File: src/rtl/button_input.sv
// rtl/button_input.sv - debounced push-button front end with press, release and long-press pulses
module button_input #(
    parameter int WIDTH           = 4,
    parameter int DEBOUNCE_CYCLES = 120000,
    parameter int LONG_CYCLES     = 12000000,
    parameter bit ACTIVE_LOW      = 1'b1
) (
    input  logic             CLK,
    input  logic             RST,
    input  logic [WIDTH-1:0] BTN,
    output logic [WIDTH-1:0] STATE,
    output logic [WIDTH-1:0] PRESS,
    output logic [WIDTH-1:0] RELEASE,
    output logic [WIDTH-1:0] LONG
);

    localparam int DCW = $clog2(DEBOUNCE_CYCLES);
    localparam int HCW = $clog2(LONG_CYCLES) + 1;

    // Last debounce count before a level change is accepted.
    localparam logic [DCW-1:0] DC_LAST = DCW'(DEBOUNCE_CYCLES - 1);
    // Hold timer value at which the long-press pulse is requested.
    localparam logic [HCW-1:0] HC_FIRE = HCW'(LONG_CYCLES - 1);
    // Hold timer parks here once the long press has been reported.
    localparam logic [HCW-1:0] HC_SAT  = HCW'(LONG_CYCLES);

    typedef enum logic [1:0] {
        LANE_RELEASED  = 2'd0,
        LANE_PRESSED   = 2'd1,
        LANE_LONG_HELD = 2'd2
    } lane_state_t;

    // Normalise polarity so that 1 always means pressed from here on.
    logic [WIDTH-1:0] pin_pressed;
    assign pin_pressed = ACTIVE_LOW ? ~BTN : BTN;

    for (genvar i = 0; i < WIDTH; i++) begin : g_lane
        logic           s1;
        logic           s2;
        logic [DCW-1:0] dc;
        logic [HCW-1:0] hc;
        logic           level;
        logic           commit;
        logic           commit_press;
        logic           commit_release;
        logic           hold_hit;
        lane_state_t    lane_q;
        lane_state_t    lane_d;
        logic           press_d;
        logic           release_d;
        logic           long_d;
        logic           press_q;
        logic           release_q;
        logic           long_q;

        // Two-flop synchronizer for the asynchronous pin.
        always_ff @(posedge CLK) begin
            if (RST) begin
                s1 <= 1'b0;
                s2 <= 1'b0;
            end else begin
                s1 <= pin_pressed[i];
                s2 <= s1;
            end
        end

        // The synchronized level has disagreed with the accepted level long enough.
        assign commit         = (s2 != level) && (dc == DC_LAST);
        assign commit_press   = commit && !level;
        assign commit_release = commit && level;
        // A release accepted on the same edge wins over the long-press request.
        assign hold_hit       = level && (hc == HC_FIRE) && !commit_release;

        // Debounce counter: any sample matching the accepted level restarts the count.
        always_ff @(posedge CLK) begin
            if (RST) begin
                dc    <= '0;
                level <= 1'b0;
            end else if (s2 == level) begin
                dc <= '0;
            end else if (dc == DC_LAST) begin
                dc    <= '0;
                level <= s2;
            end else begin
                dc <= dc + 1'b1;
            end
        end

        // Hold timer: counts cycles spent pressed, saturating so the long pulse fires once.
        always_ff @(posedge CLK) begin
            if (RST) begin
                hc <= '0;
            end else if (commit || !level) begin
                hc <= '0;
            end else if (hc != HC_SAT) begin
                hc <= hc + 1'b1;
            end
        end

        // Lane state register.
        always_ff @(posedge CLK) begin
            if (RST) begin
                lane_q <= LANE_RELEASED;
            end else begin
                lane_q <= lane_d;
            end
        end

        // Lane next-state logic.
        always_comb begin
            lane_d = lane_q;
            case (lane_q)
                LANE_RELEASED: begin
                    if (commit_press) begin
                        lane_d = LANE_PRESSED;
                    end
                end
                LANE_PRESSED: begin
                    if (commit_release) begin
                        lane_d = LANE_RELEASED;
                    end else if (hold_hit) begin
                        lane_d = LANE_LONG_HELD;
                    end
                end
                LANE_LONG_HELD: begin
                    if (commit_release) begin
                        lane_d = LANE_RELEASED;
                    end
                end
                default: begin
                    lane_d = LANE_RELEASED;
                end
            endcase
        end

        // Pulse requests decoded from the lane transitions.
        always_comb begin
            press_d   = 1'b0;
            release_d = 1'b0;
            long_d    = 1'b0;
            case (lane_q)
                LANE_RELEASED: begin
                    press_d = commit_press;
                end
                LANE_PRESSED: begin
                    release_d = commit_release;
                    long_d    = hold_hit;
                end
                LANE_LONG_HELD: begin
                    release_d = commit_release;
                end
                default: begin
                    press_d = 1'b0;
                end
            endcase
        end

        // Registered one-cycle pulses.
        always_ff @(posedge CLK) begin
            if (RST) begin
                press_q   <= 1'b0;
                release_q <= 1'b0;
                long_q    <= 1'b0;
            end else begin
                press_q   <= press_d;
                release_q <= release_d;
                long_q    <= long_d;
            end
        end

        assign STATE[i]   = level;
        assign PRESS[i]   = press_q;
        assign RELEASE[i] = release_q;
        assign LONG[i]    = long_q;
    end

endmodule

File: config.mk
export PLATFORM = sky130hd
export DESIGN_NAME = button_input
export DESIGN_NICKNAME = d
export VERILOG_FILES = /design/src/rtl/button_input.sv
export SDC_FILE = /design/constraint.sdc
export NUM_CORES = 1
export LEC_CHECK = 0
export CELL_PAD_IN_SITES_DETAIL_PLACEMENT = 1
export CELL_PAD_IN_SITES_GLOBAL_PLACEMENT = 2
export CORE_UTILIZATION = 36
export CTS_BUF_LIST = sky130_fd_sc_hd__clkbuf_8
export CTS_CLUSTER_DIAMETER = 40
export DETAILED_ROUTE_END_ITERATION = 10
export GPL_TIMING_DRIVEN = 0
export PLACE_DENSITY_LB_ADDON = 0.05
export SLEW_MARGIN = 40
export SYNTH_ARGS = -nofsm -noshare
export SYNTH_HDL_FRONTEND = slang
export SYNTH_SLANG_ARGS = --single-unit
File: constraint.sdc
create_clock -name CLK -period 2.1 [get_ports CLK]
set_clock_uncertainty 0.15 [all_clocks]
set_input_delay 0.525 -clock CLK [delete_from_list [all_inputs] [get_ports CLK]]
set_output_delay 0.525 -clock CLK [all_outputs]
set_load 0.05 [all_outputs]
## Yosys cells after proc, flatten, opt, wreduce, memory -nomap -nowiden

Cells that the tools add are included.

| storage, ports and cells | value |
|---|---|
| bits in registers | 200 |
| input bits | 6 |
| output and inout bits | 16 |
| word-level logic and storage cells | 189 |

| cells by class | value |
|---|---|
| add/sub/neg operators | 8 |
| eq/ne operators | 40 |
| muxes and demuxes | 20 |
| bitwise operators | 17 |
| reduce and logical (&&, ||, !) cells | 68 |

Operator list:

| cell | count |
|---|---|
| $add 25x1->25 const B | 4 |
| $eq 25x24->1 const B | 4 |
| $ne 25x24->1 const B | 4 |
| $add 17x1->17 const B | 4 |
| $eq 17x17->1 const B | 4 |
| $reduce_or 2->1 | 20 |
| $mux 2 | 16 |
| $pmux 2 s3 | 4 |
| $logic_and 1x1->1 | 20 |
| $ne 2x2->1 const B | 8 |
| $not 1->1 | 16 |
| $ne 3x3->1 const B | 4 |
| $reduce_and 3->1 | 4 |
| $reduce_or 3->1 | 4 |
| $eq 2x1->1 const B | 4 |
| $eq 2x2->1 const B | 4 |
| $logic_not 1->1 | 8 |
| $logic_not 2->1 | 4 |
| $reduce_and 2->1 | 4 |
| $eq 1x1->1 | 4 |
| $logic_or 1x1->1 | 4 |
| $ne 1x1->1 | 4 |
| $not 4->4 | 1 |

## Logic depth before layout (Yosys ltp)

| logic depth | value |
|---|---|
| word-level depth | 8 |
| mapped depth | 9 |
| mapped depth without buffers | 7 |

## Worst setup path before layout

No wires, ideal clock.

| timing | value |
|---|---|
| kind | reg2reg |
| start | reg g_lane[2].hc[13] |
| end | reg g_lane[2].lane_q[0] |
| setup time | 123 ps |
| data arrival time | 1984 ps |
| data required time | 1827 ps |
| path slack | -157 ps |
| stages on the path, launching flop included | 7 |
| path buffers | 0 |
| clock period less this slack | 2257 ps |
| path through | dfxtp_1 > or4b_1 > or3_1 > or4_4 > and2_4 > o21ai_1 > o31ai_2 |

| between the ends | value |
|---|---|
| longest elaborated chain between the ends | 5 |

Ends and longest elaborated chain:

| what | line | RTL |
|---|---|---|
| start, declared | 41 | `logic [HCW-1:0] hc;` |
| start signal, assigned | 96 | `hc <= hc + 1'b1;` |
| $eq 25x24->1 | 72 | `assign hold_hit = level && (hc == HC_FIRE) && !commit_release;` |
| $logic_and 1x1->1 (2 in a row) | 72 |  |
| $ne 3x3->1 (no line) | n/a |  |
| $reduce_and 3->1 (no line) | n/a |  |
| end signal, assigned | 105 | `lane_q <= lane_d;` |
| end, declared | 47 | `lane_state_t lane_q;` |

No other way between the ends.
A chain may end at the register's enable or synchronous reset.

## Final worst setup path

| timing | value |
|---|---|
| start | reg g_lane[2].hc[15] |
| end | reg g_lane[2].lane_q[0] |

The elaborated chain is that of the path after synthesis.

==> flow_summary.toml <==
[layout]
final_common_cell = "nor2_1"
final_cell_mix = "nor2_1, dfxtp_1, xor2_1"
area_growth_pct = 19.7
drive_gt1_share_pct = 19.2
diodes = 0
fin_nets = 1140

[grt]
grt_use_total_pct = 16.3
antenna_found_initial = 0
grt_pass1_wl_um = 34400
gr-total-overflow = 0
grt_pass1_vias = 7141
grt_max_degree = 19

[synth]
ys_async_sr_fraction_pct = 0
synth_edf_count = 0
synthesis.instances = 1038
synthFlopType = "dfxtp_1"
syn_nets = 1068
syn_area_per_cell_um2 = 8.69
netlist.area_leader.share_pct = 44.4
ys_types = 48
synth.area.top_cells = "dfxtp_1, xor2_1, nor2_1"
synth_seq_cells = 200
yosysTopAreaCell = "dfxtp_1"
ys_seq_area_share_pct = 44.4
synthesis.area_um2 = 9020
yosysWarnings = 0

[worst_setup_path]
end_kind = "flip-flop"
rrSetupSlack_ns = -0.14
crit_required_ns = 2.30
path_class = "flip-flop to flip-flop"
max_stage_delay_ns = 0.50
start_kind = "flip-flop"
critPathTopFamily = "simple AND/OR/NAND/NOR gates"
critPathArrivalTime_ns = 2.45
crit_chain = "or4b_1, or3_1, or4_4, and2_4, o21ai_2, o31ai_2"
cpMaxStageDelayCell = "or4b_1"
path_buf_inv = 0
cp_max_fo = 4

[placement]
place_congestion = 0.721
portBuffers = 21
dp_slack_ns = -1.13
dp_hpwl_um = 13900

[power_and_ir_drop]
p_int_w = 0.00475
total_power_w = 0.00633
swShare_pct = 24.9
p_sw_w = 0.00157
p_per_area_nw_per_um2 = 586
peakVddDrop_mv = 0.451
clockPowerShare_pct = 37.2
p_seq_share_pct = 60.3
leakagePower_nw = 3.63
p_comb_share_pct = 2.5

[clock_tree]
htree_levels = 4
cts_tree = "done"
path_clk_slew_ns = 0.11
cts_buffer_depth = 2
cts.sinks = 200
ctsHoldBuffers = 0
numCtsBuffers = 17
ctsRootBufferMaster = "clkbuf_8"
clk_latency_ns = 0.47

[job]
cap_violations = 0

[outcome]
violations = "negative setup slack"
status = "finished with violations"

[sta]
layout_setup_ws_ns = -0.142
relSlewSlack_pct = 72.5
worst_pin_slew_ns = 0.410
drv_slew = 0
finalHoldViolCount = 0
setup_violations = 3
rsz0062_at_grt = "yes"
period_needed_ns = 2.24
fin_crit_sh_pct = 107
timing.fmax_mhz = 446

[floorplan]
die_x_um = 160
fp.dieArea_um2 = 25700
die_h_um = 160
initial_core_util_pct = 36.9
coreArea_um2 = 24500
io_pins = 22
rows = 57

[route]
drt_iter0_drc = 288
drc = 0
routed_wl_um = 20000
firstDrtPassIters = 4
vias = 7062
viasPerCell = 4.88
ant_nets = 0
wl_per_cell_um = 13.8

[min_path]
min_path_type = "flip-flop to flip-flop"
stage by stage:
stage / cells / utilization [%] / hold slack, ns / instance area [µm²] / setup TNS (ns)
floorplan: 1038 / - / 0.264 / 9050 / -0.0794
global placement: 1383 / 39.5 / 0.274 / 9660 / -121.40
detailed placement: 1383 / 39.5 / 0.281 / 9660 / -126.13
CTS: 1429 / 42.8 / 0.286 / 10500 / -0.329
global route: 1447 / 44.1 / 0.304 / 10800 / -0.678
finish: 1447 / 44.1 / 0.277 / 10800 / -0.300
state kept, by name, summed over array words and instances (netlist names):
name,flops
g_lane.hc,100
g_lane.dc,68
g_lane.lane_q,8
g_lane.level,4
g_lane.long_q,4
g_lane.press_q,4
g_lane.release_q,4
g_lane.s1,4
g_lane.s2,4
synthesized netlist by cell type (5+ instances only):
cell,n
buf_4,16
and4_1,11
ha_1,24
nor3_1,22
xor2_1,92
nor4_1,16
nand3_1,66
nand4_1,35
inv_1,29
nor4b_1,7
mux2i_1,9
and3_1,32
nand2b_1,18
nand2_1,72
or3_1,10
and2_1,7
nor2b_1,10
clkbuf_1,25
o21ai_0,12
nor4bb_1,7
nor2_1,198
a21oi_1,17
o21ai_1,5
dfxtp_1,200
nor3b_1,10
xnor2_1,54
per-layer routing:
layer  track usage, %  share of wire [%]  vias to the layer above
met3             2.82                1.4                       11
met4             4.29               0.87                        0
li1                 -                  -                     3627
met2             27.6                 48                       37
met1             21.3                 50                     3387
met5                0                  0                        -
power groups by stage:
stage	clock network [W]	registers [W]	logic [W]
after detailed placement	0	0.00391	0.000125
after global routing	0.00263	0.00382	0.000176
after global placement	0	0.00391	0.000125
after floorplan	0	0.00390	0.0000834
final	0.00235	0.00382	0.000158
after CTS	0.00248	0.00382	0.000142
cell type report:
cell class | count | area (µm²)
Buffer | 37 | 273
Clock buffer | 18 | 248
Clock inverter | 14 | 116
Fill cell | 2856 | 13700
Inverter | 29 | 109
Multi-Input combinational cell | 768 | 5160
Sequential cell | 200 | 4050
Tap cell | 324 | 405
Timing Repair Buffer | 57 | 435
repair_timing:
action                                 CTS  global route
buffers inserted                        18            18
setup endpoints to repair              192           133
pin swaps                               11            15
endpoints found under the hold margin    0             0
gates resized for setup                131            78
path summary, 6_finish.rpt:
| kind | startpoint | endpoint | cells after the start |
|---|---|---|---|
| max | g_lane[2].hc[15] | g_lane[2].lane_q[0] | 6 |
| min | g_lane[2].dc[0] | g_lane[2].dc[0] | 1 |
| max reg2reg | g_lane[2].hc[15] | g_lane[2].lane_q[0] | 6 |
| min reg2reg | g_lane[2].dc[0] | g_lane[2].dc[0] | 1 |
logic make-up after synthesis:
family / synth area share (%)
simple gates: 30.4
flops: 44.4
xor+xnor: 14.2
buf+inv: 3.58
compound gates: 2.99
fa+ha+maj: 3.33
mux: 1.12
Power figures use the tool's default switching activity.
